File: src/rtl/fifo_uart_tx.sv
// UART transmitter that drains a synchronous FIFO, one byte per frame.
// Frame: start bit, 8 data bits LSB first, optional even parity, 1 or 2 stop bits.
module fifo_uart_tx #(
    parameter int unsigned WIDTH     = 8,
    parameter int unsigned BAUD_DIV  = 434,
    parameter int unsigned PARITY_EN = 0,
    parameter int unsigned STOP_BITS = 1
) (
    input  logic             clk,
    input  logic             rst,
    input  logic             fifo_empty,
    input  logic [WIDTH-1:0] fifo_q,
    output logic             fifo_rd,
    output logic             tx,
    output logic             busy,
    output logic             tx_done
);

    localparam int unsigned   CW        = (BAUD_DIV > 1) ? $clog2(BAUD_DIV) : 1;
    localparam logic [CW-1:0] BAUD_LAST = CW'(BAUD_DIV - 1);
    localparam logic [2:0]    STOP_LAST = 3'(STOP_BITS - 1);

    localparam logic [2:0] ST_IDLE  = 3'd0;
    localparam logic [2:0] ST_RD    = 3'd1;
    localparam logic [2:0] ST_LOAD  = 3'd2;
    localparam logic [2:0] ST_START = 3'd3;
    localparam logic [2:0] ST_DATA  = 3'd4;
    localparam logic [2:0] ST_PAR   = 3'd5;
    localparam logic [2:0] ST_STOP  = 3'd6;

    logic [2:0]    state_q, state_d;
    logic          fifo_rd_q, fifo_rd_d;
    logic          tx_q, tx_d;
    logic          tx_done_q, tx_done_d;
    logic [CW-1:0] baud_q, baud_d;
    logic [2:0]    bit_q, bit_d;
    logic [7:0]    shift_q, shift_d;
    logic          par_q, par_d;
    logic          baud_wrap;

    assign baud_wrap = (baud_q == BAUD_LAST);

    always_comb begin
        state_d   = state_q;
        fifo_rd_d = 1'b0;
        tx_d      = tx_q;
        tx_done_d = 1'b0;
        baud_d    = baud_q;
        bit_d     = bit_q;
        shift_d   = shift_q;
        par_d     = par_q;

        case (state_q)
            ST_IDLE: begin
                tx_d = 1'b1;
                if (!fifo_empty) begin
                    state_d   = ST_RD;
                    fifo_rd_d = 1'b1;
                end
            end

            ST_RD: begin
                tx_d    = 1'b1;
                state_d = ST_LOAD;
            end

            // fifo_q is valid here, one cycle after the read strobe.
            ST_LOAD: begin
                shift_d = fifo_q[7:0];
                par_d   = ^fifo_q[7:0];
                tx_d    = 1'b0;
                baud_d  = '0;
                state_d = ST_START;
            end

            ST_START: begin
                if (baud_wrap) begin
                    baud_d  = '0;
                    bit_d   = 3'd0;
                    tx_d    = shift_q[0];
                    state_d = ST_DATA;
                end else begin
                    baud_d = baud_q + CW'(1);
                end
            end

            ST_DATA: begin
                if (baud_wrap) begin
                    baud_d = '0;
                    if (bit_q == 3'd7) begin
                        bit_d = 3'd0;
                        if (PARITY_EN != 0) begin
                            tx_d    = par_q;
                            state_d = ST_PAR;
                        end else begin
                            tx_d    = 1'b1;
                            state_d = ST_STOP;
                        end
                    end else begin
                        shift_d = {1'b0, shift_q[7:1]};
                        tx_d    = shift_q[1];
                        bit_d   = bit_q + 3'd1;
                    end
                end else begin
                    baud_d = baud_q + CW'(1);
                end
            end

            ST_PAR: begin
                if (baud_wrap) begin
                    baud_d  = '0;
                    bit_d   = 3'd0;
                    tx_d    = 1'b1;
                    state_d = ST_STOP;
                end else begin
                    baud_d = baud_q + CW'(1);
                end
            end

            // bit_q counts stop bits; the exit edge also decides a back-to-back read.
            ST_STOP: begin
                tx_d = 1'b1;
                if (baud_wrap) begin
                    baud_d = '0;
                    if (bit_q == STOP_LAST) begin
                        bit_d     = 3'd0;
                        tx_done_d = 1'b1;
                        if (!fifo_empty) begin
                            state_d   = ST_RD;
                            fifo_rd_d = 1'b1;
                        end else begin
                            state_d = ST_IDLE;
                        end
                    end else begin
                        bit_d = bit_q + 3'd1;
                    end
                end else begin
                    baud_d = baud_q + CW'(1);
                end
            end

            default: begin
                tx_d    = 1'b1;
                baud_d  = '0;
                bit_d   = 3'd0;
                state_d = ST_IDLE;
            end
        endcase
    end

    always_ff @(posedge clk) begin
        if (rst) begin
            state_q   <= ST_IDLE;
            fifo_rd_q <= 1'b0;
            tx_q      <= 1'b1;
            tx_done_q <= 1'b0;
            baud_q    <= '0;
            bit_q     <= 3'd0;
            shift_q   <= 8'd0;
            par_q     <= 1'b0;
        end else begin
            state_q   <= state_d;
            fifo_rd_q <= fifo_rd_d;
            tx_q      <= tx_d;
            tx_done_q <= tx_done_d;
            baud_q    <= baud_d;
            bit_q     <= bit_d;
            shift_q   <= shift_d;
            par_q     <= par_d;
        end
    end

    assign fifo_rd = fifo_rd_q;
    assign tx      = tx_q;
    assign tx_done = tx_done_q;
    assign busy    = (state_q != ST_IDLE);

endmodule
File: config.mk
export PLATFORM = sky130hd
export DESIGN_NAME = fifo_uart_tx
export DESIGN_NICKNAME = d
export VERILOG_FILES = /design/src/rtl/fifo_uart_tx.sv
export SDC_FILE = /design/constraint.sdc
export NUM_CORES = 1
export LEC_CHECK = 0
export ABC_CLOCK_PERIOD_IN_PS = 2250
export CORE_ASPECT_RATIO = 0.9
export CORE_UTILIZATION = 55
export DETAILED_ROUTE_END_ITERATION = 6
export PLACE_DENSITY_LB_ADDON = 0.3
export SLEW_MARGIN = 0
export SYNTH_ARGS = -nofsm -noshare
export SYNTH_HDL_FRONTEND = slang
export SYNTH_SLANG_ARGS = --single-unit
File: constraint.sdc
create_clock -name clk -period 2.25 [get_ports clk]
set_clock_uncertainty 0.2 [all_clocks]
set_input_delay 0.675 -clock clk [delete_from_list [all_inputs] [get_ports clk]]
set_output_delay 0.675 -clock clk [all_outputs]
set_load 0.05 [all_outputs]
* Word-level counts from Yosys, hierarchy flattened *
Index checks and enable logic that the tools add are counted.

cells by class
  add/subtract/negate cells = 2
  bitwise logic cells = 3
  eq/ne operators = 17
  reduce and logical (&&, ||, !) cells = 13
  mux-type cells = 30

operators by type and width
  cell                   number
  $mux W3                12
  $pmux W3 S7            1
  $pmux W9 S2            1
  $mux W8                2
  $ne A2 B2 Y1 const B   8
  $pmux W8 S2            1
  $eq A3 B3 Y1 const B   4
  $pmux W3 S4            1
  $add A9 B1 Y9 const B  1
  $eq A9 B9 Y1 const B   1
  $mux W1                9
  $mux W9                1
  $reduce_and A7 Y1      1
  $eq A3 B2 Y1 const B   2
  $logic_not A3 Y1       2
  $reduce_and A3 Y1      2
  $reduce_or A3 Y1       2
  $pmux W1 S4            1
  $reduce_and A4 Y1      1
  $reduce_or A2 Y1       2
  $reduce_or A4 Y1       1
  $add A3 B1 Y3 const B  1
  $eq A3 B1 Y1 const B   1
  $not A1 Y1             3
  4 further kinds        4

storage, ports and cells
  flip-flop bits (word level) = 26
  output and inout port bits = 4

* Depth between registers and ports, before layout *
Gate-level depths: netlist (run 1).

  depth after elaboration = 4
  mapped depth = 7
  depth with buffers taken out = 6

* Worst setup path after synthesis (run 1) *
No wires, ideal clock.

  path kind = flip-flop to output port
  from = register state_q[0]
  to = output busy
  arrival time = 1.279 ns
  path buffers = 2
  slack = 0.096 ns
  stages on the path, launching flop included = 5
  cells stage by stage = dfxtp_1 -> buf_2 -> clkinv_1 -> clkbuf_1 -> nand2_1

between the ends
  longest elaborated chain between the ends = 1

ends and longest elaborated chain
  element                 line  text
  from (decl)             31    logic [2:0] state_q, state_d;
  from (signal assigned)  162   state_q <= state_d;
  $reduce_bool A3 Y1      176   assign busy = (state_q != ST_IDLE);
  to (decl)               15    output logic busy,

Every way passes these cells.

* Worst setup path in the final report (run 1) *
  from = register state_q[2]
  to = output busy

Same word-level chain as after synthesis.

==> results of run 1 <==
[kinds of logic after synthesis]
| group | share of synthesized area |
|---|---|
| xor+xnor | 0.0420 |
| flops | 0.356 |
| simple gates | 0.205 |
| mux | 0.0685 |
| buf+inv | 0.0642 |
| compound gates | 0.214 |
| fa+ha+maj | 0.0505 |
[cell type report]
cell class                      instances  area, um^2
Fill cell                             226         797
Multi-Input combinational cell        122         847
Timing Repair Buffer                   23         210
Clock buffer                            4        36.3
Inverter                               11        41.3
Sequential cell                        26         522
Tap cell                               28        35.0
[through the flow]
step	worst slack, ns	instances
2_1_floorplan	0.0964	168
4_1_cts	0.0568	214
3_3_place_gp	0.136	210
5_1_grt	0.0204	214
3_5_place_dp	0.0724	210
6_report	0.0832	214
[layer usage]
| layer | routed length [um] | vias to the layer above |
|---|---|---|
| met5 | 0 | - |
| met4 | 17 | 0 |
| met3 | 123 | 2 |
| met2 | 1500 | 32 |
| met1 | 1380 | 611 |
| li1 | - | 653 |
[cell usage after synthesis, types with 3 or more instances]
cell,number,share of area
nor3_1,4,0.014
nand3_1,7,0.024
o21ai_0,3,0.010
ha_1,5,0.043
nand2_1,16,0.041
xnor2_1,5,0.030
a21oi_1,15,0.051
buf_4,4,0.021
mux2i_1,10,0.068
nor2_1,9,0.023
dfxtp_1,26,0.36
a311oi_1,7,0.042
buf_2,3,0.010
nor4_1,3,0.013
inv_1,10,0.026
a31oi_1,4,0.017
[how the worst max path moves through the flow]
stage / end / slack (ns) / cells after the start
2_1_floorplan: busy / 0.1 / 4
3_3_place_gp: state_q[0] / 0.14 / 4
3_5_place_dp: state_q[0] / 0.07 / 4
4_1_cts: busy / 0.06 / 3
5_1_grt: busy / 0.02 / 3
6_report: busy / 0.08 / 3
[what timing repair did]
item	4_1_cts	5_1_grt
gates resized for setup	0	1
setup endpoints to repair	0	1
hold buffers	0	0
[worst max-delay path, stage by stage (launching register included)]
cell	delay, ns
dfxtp_1	0.56
nor2_1	0.12
nand2_1	0.15
buf_12	0.15
[flip-flops by register name (all words and copies together) (netlist names)]
signal,cells
shift_q,8
tx,1
state_q,3
baud_q,9
bit_q,3
tx_done,1
fifo_rd,1
[power by group]
part	internal, uW	switching [uW]	leakage, uW
Sequential	498	33.2	0.000212
Clock	98.9	132	0.0000210
Combinational	130	149	0.000348
Total	727	315	0.000581
==> impl_results.md, run 1 <==
* Status: completed
* GRT overflow at 0
* NumNets Final at 203
* Mapped Area at 1460 um^2
* Final WL at 3020 um
* Syn nets at 184
* M2 GR Usage at 0.415
* Post-layout util at 0.680
* CP arrival at 1.29 ns
* Worst Setup SP: state_q[2]
* Synth async-reset ratio at 0
* Final Cell Area at 1690 um^2
* First-pass GRT wire length at 5200 um
* CP max FO at 10
* Flops & latches, synth at 26
* CTS root buf: clkbuf_4
* HP Start: tx
* CTS tree: built
* Worst reg2reg path startpoint: baud_q[1]
* M3 GR Usage at 0.0506
* Critical setup path kind: reg2out
* Commonest cells after routing, fill and taps aside: dfxtp_1 (25), nand2_1 (16), a21oi_1 (15)
* Global Route Usage Sum at 0.231
* Post-synth top flop: dfxtp_1
* Commonest non-fill, non-tap cell in the layout: dfxtp_1
* Global Route met1 Usage at 0.274
* Via density per instance at 6.07
* Htree depth at 1
* Die width at 56.3 um
* Busiest grt layer: met2
* DRT iter0 DRCs at 56
* Placed cell area at 1650 um^2
* Area growth, synth to finish at 15.8%
* Die height at 50.9 um
* Slew at the pin closest to its max-slew limit at 0.451 ns
* Antenna violations before repair at 0
* Row count at 17
* Ratio of cells with drive above 1 in the final layout at 0.151
* Core ar. at 2490 um^2
* Hold Vio Cnt, Final at 0
* Clock transition at the registers of the reported paths at 0.14 ns
* Worst vdd ir at 502 uV
* Postcts setup bufs at 0
* Hold Path Class: reg2reg
* Post-route minimum period at 2.17 ns
* WHS Endpoint: tx
* Syn avg cell area at 8.70 um^2
* Worst setup EP type: primary output
* MaxCap Viol Count at 0
* Post-synth EDFFs at 0
* GPL Wtd Cong at 0.841
* Worst EP required at 1.37 ns
* Capturing point of the worst reg2reg path: tx
* Hold_ws at 0.318 ns
* WL/cell at 14.1 um
* Setup TNS at 0 ns
* Number of buffers created by CTS at 3
* CP startpoint kind: flip-flop
* DR pass1 iterations at 4
* Die ar. at 2870 um^2
* Port Buffers at 14
* Vias in the first global route at 1240
* CTS Sinks at 26
* Fin crit share at 0.963
* Total power at 1040 uW
* Antenna viol nets, final at 0
* Headroom to the max-slew limit at 0.699
* Static leakage at 0.000581 uW
* Pwr/cell area at 616 nW/um^2
* Longest Clk Path Bufs at 2
* Worst reg2reg path depth at 6
* Post-Syn Instances at 168
* Ys Warns at 0
* Max Freq at 462 MHz
* Netlist cell types at 46
* RSZ-0062 raised after global routing: no
* HPWL after detailed placement at 2250 um
* Sequential share of the synthesized area at 0.356
* Antenna diode instance count at 0
* I/O Pins at 15
* R2R setup slack at 0.24 ns
* Clock latency on the worst-skew pair at 0.32 ns
* Initial core utilization at 0.587
* Largest net degree at the start of global routing at 18
* Slew Viols, Final at 0
* DRC at 0
* Worst Hold Depth at 1
* Vias at 1298
* Endpoints failing setup at 0
Power figures use the tool's default switching activity.
==> inputs of run 2 (changes only) <==
Settings changed: CORE_MARGIN from default to 2.
==> run 2 against run 1 <==
  * Critical path type unchanged
  * Highest routed layer unchanged
  * Cell count decreased by 0.93%
  * Design area down 1.2%
  * Register-to-register slack worse by 0.03 ns
  * Largest cell class unchanged
  * Worst hold slack got worse by 0.0056 ns
  * Die area rose by 7.6%
==> impl_results.md, run 2 (synthesis results as in run 1) <==
* CTS tree: built
* Port Buffers at 14
* CP max FO at 10
* Commonest cells after routing, fill and taps aside: dfxtp_1 (24), nand2_1 (16), a21oi_1 (15)
* Final WL at 3190 um
* Pwr/cell area at 608 nW/um^2
* Hold Path Class: reg2reg
* Slew Viols, Final at 0
* Final Cell Area at 1670 um^2
* Headroom to the max-slew limit at 0.685
* First-pass GRT wire length at 5380 um
* Placed cell area at 1650 um^2
* GPL Wtd Cong at 0.869
* Global Route Usage Sum at 0.231
* Via density per instance at 6.13
* RSZ-0062 raised after global routing: no
* Worst setup EP type: primary output
* Post-layout util at 0.672
* Antenna viol nets, final at 0
* Antenna diode instance count at 0
* Largest net degree at the start of global routing at 18
* NumNets Final at 202
* HPWL after detailed placement at 2350 um
* Worst EP required at 1.37 ns
* Longest Clk Path Bufs at 2
* Endpoints failing setup at 0
* MaxCap Viol Count at 0
* CTS Sinks at 26
* Clock latency on the worst-skew pair at 0.33 ns
* Top flop regs: baud_q (9), shift_q (8)
* Die width at 58.3 um
* Worst Setup SP: state_q[2]
* WL/cell at 15.1 um
* Status: completed
* Vias in the first global route at 1269
* R2R setup slack at 0.21 ns
* Worst reg2reg path depth at 6
* Htree depth at 1
* DRT iter0 DRCs at 74
* Area growth, synth to finish at 14.4%
* Number of buffers created by CTS at 3
* CTS root buf: clkbuf_4
* Row count at 17
* I/O Pins at 15
* Core ar. at 2490 um^2
* GRT overflow at 0
* Setup TNS at 0 ns
* CP arrival at 1.29 ns
* Capturing point of the worst reg2reg path: tx
* Largest Register: baud_q
* Commonest non-fill, non-tap cell in the layout: dfxtp_1
* Fin crit share at 0.960
* Max reg flops at 9
* Initial core utilization at 0.587
* Die height at 52.9 um
* Slowest CP cell: dfxtp_1
* CP startpoint kind: flip-flop
* Static leakage at 0.000569 uW
* Vias at 1299
* Worst vdd ir at 559 uV
* Worst reg2reg path startpoint: baud_q[1]
* Postcts setup bufs at 0
* DR pass1 iterations at 4
* Ratio of cells with drive above 1 in the final layout at 0.147
* Hold Vio Cnt, Final at 0
* Critical setup path kind: reg2out
* Worst-path cell chain: nor2_1 > nand2_1 > buf_12
* Max incr delay on CP at 0.56 ns
* Die ar. at 3090 um^2
* Antenna violations before repair at 0
* Post-route minimum period at 2.16 ns
* DRC at 0
* Slew at the pin closest to its max-slew limit at 0.470 ns
* Filler cells at 201
* Crit path to: busy
* Clock transition at the registers of the reported paths at 0.14 ns
* Max Freq at 463 MHz
* Hold_ws at 0.313 ns
run 2: layer usage:
metal,global-route usage,vias to the layer above,wire [um]
met5,0,-,0
met4,0.116,0,87
met3,0.0587,8,170
met2,0.391,42,1490
met1,0.268,599,1450
li1,-,650,-
run 2: area by class of cell:
class	instances	area [um^2]	area share
repair buffers	22	203	0.121
clock buffers	3	22.5	0.0135
well taps	28	35.0	0.0210
flip-flops and latches	26	523	0.313
inverters	11	41.3	0.0247
multi-input cells	122	847	0.507
run 2: how the worst min path moves through the flow:
stage	from	endpoint	slack [ns]	cells past startpoint
floorplan	bit_q[2]	bit_q[2]	0.26	2
global placement	bit_q[0]	bit_q[0]	0.29	2
detailed placement	bit_q[0]	bit_q[0]	0.29	2
CTS	bit_q[0]	bit_q[0]	0.32	2
global route	bit_q[0]	bit_q[0]	0.36	2
finish	bit_q[0]	bit_q[0]	0.31	2
run 2: critical path: cells and delay by family, from the launching register on:
| kind | cells | cell delay [ns] |
|---|---|---|
| DFF | 1 | 0.56 |
| buffers and inverters | 1 | 0.15 |
| and+or+nand+nor | 2 | 0.25 |
run 2: power by group:
| part | internal (uW) | switching [uW] |
|---|---|---|
| logic | 129 | 153 |
| clock network | 62.9 | 138 |
| registers | 499 | 34.8 |
run 2: timing repair:
action                                  4_1_cts  5_1_grt
resized for setup                             0        2
hold buffers                                  0        0
endpoints found under the setup margin        0        1
run 2: per-stage QoR:
stage          setup slack, ns  power (uW)  instances
6_report                0.0890        1020        212
5_1_grt                0.00391        1070        212
4_1_cts                 0.0461        1010        212
3_5_place_dp            0.0886         819        209
3_3_place_gp             0.135         808        209
2_1_floorplan           0.0964         720        168
==> inputs of run 3 (changes only) <==
Settings changed: ABC_CLOCK_PERIOD_IN_PS 2250 to 2550, CORE_UTILIZATION 55 to 60.
Clock period 2.25 ns to 2.55 ns, I/O delays scaled along.
==> run 3 against run 2 <==
  * Count of clock-buffer cells in the layout grew 1
  * Non-clock buffer count shrank 3
  * Sequential share of layout area shrank 0.056 points
  * Largest cell class unchanged
  * Critical path depth shrank 2
  * Die area shrank 7.7%
  * Worst hold slack gained 0.0045 ns
==> impl_results.md, run 3 (synthesis results as in run 1) <==
* Status: completed
* Post-route minimum period at 2.45 ns
* Post-route worst setup slack at 0.0966 ns
* CTS tree: built
* DRC at 0
* Ratio of cells with drive above 1 in the final layout at 0.110
* Postcts setup bufs at 0
* Hold Path Class: reg2reg
* Area growth, synth to finish at 14.0%
* Die width at 56.0 um
* Bufs and invs on worst path at 1
* Crit path depth at 1
* Fin crit share at 0.962
* Commonest cells after routing, fill and taps aside: dfxtp_1 (26), nand2_1 (16), a21oi_1 (15)
* Top flop regs: baud_q (9), shift_q (8)
* Via density per instance at 6.21
* Worst reg2reg path startpoint: baud_q[0]
* Slew Viols, Final at 0
* Filler cells at 167
* Longest Clk Path Bufs at 2
* RSZ-0062 raised after global routing: no
* HP Start: bit_q[2]
* Pwr/cell area at 553 nW/um^2
* Number of buffers created by CTS at 3
* CP arrival at 1.49 ns
* Max incr delay on CP at 0.80 ns
* Worst vdd ir at 400 uV
* Dpl ws at 0.281 ns
* Hold Vio Cnt, Final at 0
* First-pass GRT wire length at 5490 um
* HPWL after detailed placement at 2310 um
* CTS Sinks at 26
* CP max FO at 2
* NumNets Final at 199
* CP top delay family: buffers and inverters
* Worst setup EP type: primary output
* Worst reg2reg path depth at 5
* GRT overflow at 0
* Antenna violations before repair at 0
* Die height at 50.8 um
* Max reg flops at 9
* Clock transition at the registers of the reported paths at 0.14 ns
* Headroom to the max-slew limit at 0.625
* Crit path to: tx
* GPL Wtd Cong at 0.846
* Port Buffers at 14
* Global Route Usage Sum at 0.244
* Static leakage at 0.000556 uW
* Slew at the pin closest to its max-slew limit at 0.559 ns
* Sequential cell area at 520 um^2
* CTS root buf: clkbuf_4
* Final WL at 3200 um
* Antenna diode instance count at 0
* Setup TNS at 0 ns
* Commonest non-fill, non-tap cell in the layout: dfxtp_1
* DRT iter0 DRCs at 29
* Critical setup path kind: reg2out
* Largest net degree at the start of global routing at 18
* Worst-path cell chain: clkdlybuf4s50_1
* Max Freq at 408 MHz
* Endpoints failing setup at 0
* Htree depth at 1
* Hold_ws at 0.317 ns
* Largest Register: baud_q
* Area taken by multi-input logic gates at 847 um^2
* Post-CTS Resized at 0
* DR pass1 iterations at 4
* Clock latency on the worst-skew pair at 0.33 ns
* Antenna viol nets, final at 0
* R2R setup slack at 0.51 ns
* WL/cell at 15.3 um
* Row count at 16
* Slowest CP cell: clkdlybuf4s50_1
* Initial core utilization at 0.652
* I/O Pins at 15
* Capturing point of the worst reg2reg path: fifo_rd
* Vias at 1297
* Worst EP required at 1.59 ns
* MaxCap Viol Count at 0
* Vias in the first global route at 1281
* Die ar. at 2850 um^2
* CP startpoint kind: flip-flop
* Worst Setup SP: tx
* Cts hold-fix bufs at 0
* Core ar. at 2240 um^2
[run 3: layer usage]
layer  up-vias  global-route usage  wire [um]
met5         -                   0          0
li1        641                   -          -
met4         0              0.0873         59
met2        40               0.429       1570
met1       607               0.289       1430
met3         9              0.0633        144
[run 3: cell type report]
type | instances | share of cell area
multi-input combinational | 122 | 0.508
sequential | 26 | 0.312
timing repair buffer | 19 | 0.113
inverter | 11 | 0.0248
clock buffer | 4 | 0.0218
tap | 27 | 0.0203
[run 3: per-stage QoR]
stage,std cells,util,area (um^2),power (uW)
5_1_grt,209,0.743,1670,965
3_5_place_dp,205,0.727,1630,713
6_report,209,0.743,1670,922
3_3_place_gp,205,0.727,1630,705
4_1_cts,209,0.743,1670,923
2_1_floorplan,168,-,1460,635
[run 3: power by group]
group / internal (uW) / switching, uW
clock: 87.6 / 125
sequential: 439 / 29.0
combinational: 107 / 135
[run 3: how the worst min path moves through the flow]
stage | to | depth (start not counted)
global route | tx | 1
detailed placement | tx | 1
floorplan | bit_q[2] | 2
global placement | bit_q[0] | 2
finish | bit_q[2] | 2
CTS | bit_q[0] | 2
